$ cat src/rtl/output_display.sv
// output_display: shows each 8-bit OUT value as unsigned decimal on a
// 3-digit multiplexed 7-segment display. A sequential double-dabble
// converter builds the BCD digits, a one-deep pending slot holds the latest
// value that arrives mid-conversion, and a refresh counter scans the digits.
module output_display #(
    parameter int unsigned REFRESH_DIV      = 13500,
    parameter bit          SEG_ACTIVE_LOW   = 1'b1,
    parameter bit          DIGIT_ACTIVE_LOW = 1'b1
) (
    input  logic        clk,
    input  logic        rst_n,
    input  logic [7:0]  value,
    input  logic        value_valid,
    output logic        busy,
    output logic [11:0] bcd,
    output logic [6:0]  seg,
    output logic [2:0]  digit_en
);

    typedef enum logic [1:0] {
        ST_IDLE   = 2'd0,
        ST_SHIFT  = 2'd1,
        ST_COMMIT = 2'd2
    } state_e;

    localparam int unsigned   CNT_W    = (REFRESH_DIV > 1) ? $clog2(REFRESH_DIV) : 1;
    localparam logic [CNT_W-1:0] REF_LAST = CNT_W'(REFRESH_DIV - 1);
    localparam logic [6:0]    SEG_OFF  = SEG_ACTIVE_LOW ? 7'h7F : 7'h00;
    localparam logic [2:0]    DIG_OFF  = DIGIT_ACTIVE_LOW ? 3'b111 : 3'b000;

    // Double-dabble correction: a nibble of 5 or more would overflow past 9
    // after doubling, so pre-add 3 to carry into the next decade.
    function automatic logic [3:0] add3(input logic [3:0] n);
        return (n >= 4'd5) ? (n + 4'd3) : n;
    endfunction

    // Active-high segment pattern {g,f,e,d,c,b,a} for one decimal digit.
    function automatic logic [6:0] seg_decode(input logic [3:0] d);
        logic [6:0] s;
        case (d)
            4'd0:    s = 7'h3F;
            4'd1:    s = 7'h06;
            4'd2:    s = 7'h5B;
            4'd3:    s = 7'h4F;
            4'd4:    s = 7'h66;
            4'd5:    s = 7'h6D;
            4'd6:    s = 7'h7D;
            4'd7:    s = 7'h07;
            4'd8:    s = 7'h7F;
            4'd9:    s = 7'h6F;
            default: s = 7'h00;
        endcase
        return s;
    endfunction

    // ------------------------------------------------------------------
    // Converter state
    // ------------------------------------------------------------------
    state_e      state_q,    state_d;
    logic [7:0]  bin_q,      bin_d;
    logic [11:0] work_q,     work_d;
    logic [2:0]  shcnt_q,    shcnt_d;
    logic [7:0]  pend_q,     pend_d;
    logic        pend_vld_q, pend_vld_d;
    logic [11:0] bcd_q,      bcd_d;
    logic [11:0] work_adj;

    // Next-state logic for the converter FSM, shift datapath and pending slot.
    always_comb begin
        // NOTE: every variable gets a default before any branch so no path
        // leaves it unassigned; otherwise synthesis would infer a latch.
        state_d    = state_q;
        bin_d      = bin_q;
        work_d     = work_q;
        shcnt_d    = shcnt_q;
        pend_d     = pend_q;
        pend_vld_d = pend_vld_q;
        bcd_d      = bcd_q;
        work_adj   = {add3(work_q[11:8]), add3(work_q[7:4]), add3(work_q[3:0])};

        case (state_q)
            ST_IDLE: begin
                // A fresh strobe beats the pending value, which is then stale.
                if (value_valid) begin
                    bin_d      = value;
                    work_d     = '0;
                    shcnt_d    = '0;
                    pend_vld_d = 1'b0;
                    state_d    = ST_SHIFT;
                end else if (pend_vld_q) begin
                    bin_d      = pend_q;
                    work_d     = '0;
                    shcnt_d    = '0;
                    pend_vld_d = 1'b0;
                    state_d    = ST_SHIFT;
                end
            end
            ST_SHIFT: begin
                {work_d, bin_d} = {work_adj, bin_q} << 1;
                shcnt_d         = shcnt_q + 3'd1;
                if (shcnt_q == 3'd7) begin
                    state_d = ST_COMMIT;
                end
            end
            ST_COMMIT: begin
                bcd_d   = work_q;
                state_d = ST_IDLE;
            end
            default: begin
                state_d = ST_IDLE;
            end
        endcase

        // Strobes during a conversion park in the pending slot; latest wins.
        if (value_valid && (state_q != ST_IDLE)) begin
            pend_d     = value;
            pend_vld_d = 1'b1;
        end
    end

    // Converter registers.
    always_ff @(posedge clk or negedge rst_n) begin
        if (!rst_n) begin
            state_q    <= ST_IDLE;
            bin_q      <= '0;
            work_q     <= '0;
            shcnt_q    <= '0;
            pend_q     <= '0;
            pend_vld_q <= 1'b0;
            bcd_q      <= '0;
        end else begin
            // NOTE: non-blocking assignments so every register samples the
            // pre-edge values; blocking here would create ordering races.
            state_q    <= state_d;
            bin_q      <= bin_d;
            work_q     <= work_d;
            shcnt_q    <= shcnt_d;
            pend_q     <= pend_d;
            pend_vld_q <= pend_vld_d;
            bcd_q      <= bcd_d;
        end
    end

    // ------------------------------------------------------------------
    // Display scan
    // ------------------------------------------------------------------
    logic [CNT_W-1:0] refresh_q, refresh_d;
    logic [1:0]       idx_q,     idx_d;
    logic [6:0]       seg_q,     seg_d;
    logic [2:0]       den_q,     den_d;
    logic [3:0]       cur_digit;
    logic             cur_blank;
    logic [2:0]       cur_onehot;
    logic [6:0]       seg_raw;

    // Refresh counter and digit index: advance the slot every REFRESH_DIV cycles.
    always_comb begin
        refresh_d = refresh_q + 1'b1;
        idx_d     = idx_q;
        if (refresh_q == REF_LAST) begin
            refresh_d = '0;
            idx_d     = (idx_q == 2'd2) ? 2'd0 : (idx_q + 2'd1);
        end
    end

    // Segment/digit select for the current slot, with leading-zero blanking.
    always_comb begin
        cur_digit  = 4'd0;
        cur_blank  = 1'b1;
        cur_onehot = 3'b000;
        case (idx_q)
            2'd0: begin
                cur_digit  = bcd_q[3:0];
                cur_blank  = 1'b0;
                cur_onehot = 3'b001;
            end
            2'd1: begin
                cur_digit  = bcd_q[7:4];
                cur_blank  = (bcd_q[11:4] == 8'd0);
                cur_onehot = 3'b010;
            end
            2'd2: begin
                cur_digit  = bcd_q[11:8];
                cur_blank  = (bcd_q[11:8] == 4'd0);
                cur_onehot = 3'b100;
            end
            default: begin
                cur_digit  = 4'd0;
                cur_blank  = 1'b1;
                cur_onehot = 3'b000;
            end
        endcase
        seg_raw = cur_blank ? 7'h00 : seg_decode(cur_digit);
        seg_d   = SEG_ACTIVE_LOW ? ~seg_raw : seg_raw;
        den_d   = DIGIT_ACTIVE_LOW ? ~cur_onehot : cur_onehot;
    end

    // Scan registers; seg/digit_en lag the index by one cycle.
    always_ff @(posedge clk or negedge rst_n) begin
        if (!rst_n) begin
            refresh_q <= '0;
            idx_q     <= 2'd0;
            seg_q     <= SEG_OFF;
            den_q     <= DIG_OFF;
        end else begin
            refresh_q <= refresh_d;
            idx_q     <= idx_d;
            seg_q     <= seg_d;
            den_q     <= den_d;
        end
    end

    assign busy     = (state_q != ST_IDLE);
    assign bcd      = bcd_q;
    assign seg      = seg_q;
    assign digit_en = den_q;

endmodule

$ cat config.mk
export PLATFORM = sky130hd
export DESIGN_NAME = output_display
export DESIGN_NICKNAME = d
export VERILOG_FILES = /design/src/rtl/output_display.sv
export SDC_FILE = /design/constraint.sdc
export NUM_CORES = 1
export LEC_CHECK = 0
export CAP_MARGIN = 40
export CORE_UTILIZATION = 57
export CTS_CLUSTER_DIAMETER = 100
export DETAILED_ROUTE_END_ITERATION = 10
export PLACE_DENSITY = 0.8
export SLEW_MARGIN = 20
export SYNTH_ARGS = -nofsm -noshare
export SYNTH_HDL_FRONTEND = slang
export SYNTH_SLANG_ARGS = --single-unit
export TNS_END_PERCENT = 50
$ cat constraint.sdc
create_clock -name clk -period 2.5 [get_ports clk]
set_clock_uncertainty 0.1 [all_clocks]
set_input_delay 0.25 -clock clk [delete_from_list [all_inputs] [get_ports clk]]
set_output_delay 0.25 -clock clk [all_outputs]
set_load 0.05 [all_outputs]
==> flow_summary.yaml <==
layout:
  final_layout_size_suffix_gt1_share_pct: 14.6
  area_delta_synth_final_pct: 16.5
  fillers: 450
  final_cells: 432
  utilization_pct: 68.5
  fin_area_sq_mm: 0.00406
  n_antenna_cell: 0
  num-nets-final: 377
place:
  io_buffers: 33
  post_dp_cell_area_sq_mm: 0.00387
  dp_cells: 415
  place_ws_ps: 483
  place_hpwl_um: 4290
  gp_congestion: 0.794
pwr:
  p_per_area_mw_per_mm2: 1050
  total_power_mw: 4.24
  peakVddDrop_uv: 671
  p_leak_nw: 1.78
worst_setup_path:
  worst_setup_path_start_kind: "register"
  critical_path_class: "register to primary output"
  path_max_fanout: 6
  cp.arrival_ps: 1820
  end_kind: "primary output"
  required_ps: 2150
sta:
  drv_slew: 0
  worstMarginPinSlew_ps: 676
  fin_tns_setup_ps: 0
  worst_slack_ps: 333
  rsz0062_at_grt: "no"
  setup_viol: 0
  hold_slack_ps: 361
  hold_violations: 0
  max_freq_mhz: 462
  finalCriticalPeriod_ps: 2170
  period_share_pct: 86.7
  relSlewSlack_pct: 54.9
yosys:
  yosys_warnings: 0
  synth.most_common_cell: "dfrtp_1"
  synth-compound-area-share_pct: 10.8
  yosysTopAreaCell: "dfrtp_1"
  ys.flop_type: "dfrtp_1"
  yosysUniqueCellTypes: 45
  synthMuxAreaShare_pct: 10.9
  synthTopCellsByArea: "dfrtp_1 (45%), dfstp_2 (7.5%), mux2i_1 (5.8%)"
  synth_common_cells: "dfrtp_1 (62), nand2_1 (31), o21ai_0 (25)"
  synth_edf_count: 0
  async_flop_share_pct: 100
  yosysSeqAreaShare_pct: 52.1
  netlist.area_leader.share_pct: 44.6
  synthAdderAreaFrac_pct: 5.03
  synth_cells: 315
  synth_nets: 340
  synthXorXnorAreaFrac_pct: 4.28
  avgSynthCellArea_sq_um: 11.1
  synth_top_family_by_area: "simple AND/OR/NAND/NOR gates"
  syn_area_sq_mm: 0.00348
  yosys.area_share.simple_pct: 12.6
  synth_seq_cells: 72
clock_tree:
  clkLatencyLatePin_ps: 340
  cts_setup_buffers: 0
  cts_sinks: 72
  htree_levels: 3
  cts_tree: "yes"
  path_clk_slew_ps: 70
  ctsRootBufferMaster: "clkbuf_8"
  cts_made_buffers: 9
  clock_path_buffers: 2
worst_hold_path:
  holdCritPathClass: "primary input to asynchronous set/reset pin"
global_routing:
  grt_max_degree: 73
  overflow: 0
  antenna_found_initial: 0
  grt_use_total_pct: 22.0
  grt_pass1_vias: 2365
  grt_pass1_wl_um: 10700
drt:
  drt_iter0_markers: 144
  routedWlPerCell_um: 14.1
  routed_via_density: 5.45
  vias: 2353
  final_antenna_net_count: 0
  dr.pass1.iters: 6
  drc: 0
  wl_um: 6110
run_status:
  status: "complete, no violations"
die:
  start_util_pct: 58.8
  die_area_sq_mm: 0.00642
  ios: 34
  dieHeight_um: 80.1
  die_x_um: 80.1
  num_rows: 28
  core_sq_mm: 0.00592
job:
  max_cap_violations: 0
## final cells by class
cell class	count	area, sq um	share of cell area (%)
Clock buffer	16	180	4.44
Inverter	15	56.3	1.39
Multi-Input combinational cell	214	1520	37.4
Sequential cell	72	1810	44.7
Tap cell	75	93.8	2.31
Timing Repair Buffer	40	393	9.69
## state kept, by name (all words and copies together), names as in the netlist
signal and cells:
bcd 12, bin_q 8, digit_en 3, idx_q 2, pend_q 8, pend_vld_q 1, refresh_q 14, seg 7
shcnt_q 3, state_q 2, work_q 12
## per-layer routing
metal  vias to the layer above  routed length [um]  track usage [%]
li1                       1163                   -                -
met4                         0                  95             8.75
met1                      1143                2690             25.1
met5                         -                   0                0
met3                        12                 196             6.02
met2                        35                3130             39.0
## cells in the final DEF (no fill, tap or decap), drive strengths merged, types with 4 or more instances in the layout
cell type / Yosys / final
o21ai: 27 / 27
xor2: 9 / 9
ha: 14 / 14
nand4: 4 / 4
inv: 15 / 15
nand2b: 5 / 5
nor2: 20 / 20
nor3: 6 / 6
buf: 11 / 7
nand3: 9 / 9
clkbuf: 3 / 16
a21oi: 11 / 11
nand2: 31 / 31
dfstp: 10 / 10
clkdlybuf4s50: 0 / 32
xnor2: 8 / 8
a22o: 4 / 4
dfrtp: 62 / 62
mux2: 16 / 16
mux2i: 20 / 20
## path summary, 6_finish.rpt
kind	cells past startpoint	from	end	slack, ps
worst max register to register	7	idx_q[1]$_DFFE_PN0N_	seg[3]$_DFF_PN1_	420
worst min register to register	2	bin_q[7]$_DFFE_PN0P_	bin_q[7]$_DFFE_PN0P_	380
worst min-delay path	3	rst_n	refresh_q[11]$_DFF_PN0_	360
worst max-delay path	2	state_q[0]$_DFFE_PN0P_	busy	330
min in group clk	2	bin_q[7]$_DFFE_PN0P_	bin_q[7]$_DFFE_PN0P_	380
max in group asynchronous	3	rst_n	seg[1]$_DFF_PN1_	1620
## where the power goes
group	internal, mW	switching (mW)	leakage, nW	total [mW]
Combinational	0.677	0.982	0.794	1.66
Clock	0.444	0.389	0.0910	0.834
Sequential	1.52	0.235	0.897	1.75
Total	2.64	1.61	1.78	4.24
## cells by family after synthesis
logic type	count (synthesis)
compound gates	57
xor+xnor	17
fa+ha+maj	14
buf+inv	29
flops	72
mux	36
simple gates	90
## critical path: stages, from the launching register on
cell and delay, ps:
dfrtp_1 420, or2_2 340, clkdlybuf4s50_1 710
## timing repair
| action | 4_1_cts | 5_1_grt |
|---|---|---|
| hold endpoints to repair | 62 | 0 |
| endpoints found under the setup margin | 0 | 0 |
| gates resized for setup | 0 | 0 |
| hold buffers | 1 | 0 |
(Power assumes the default switching activity.)
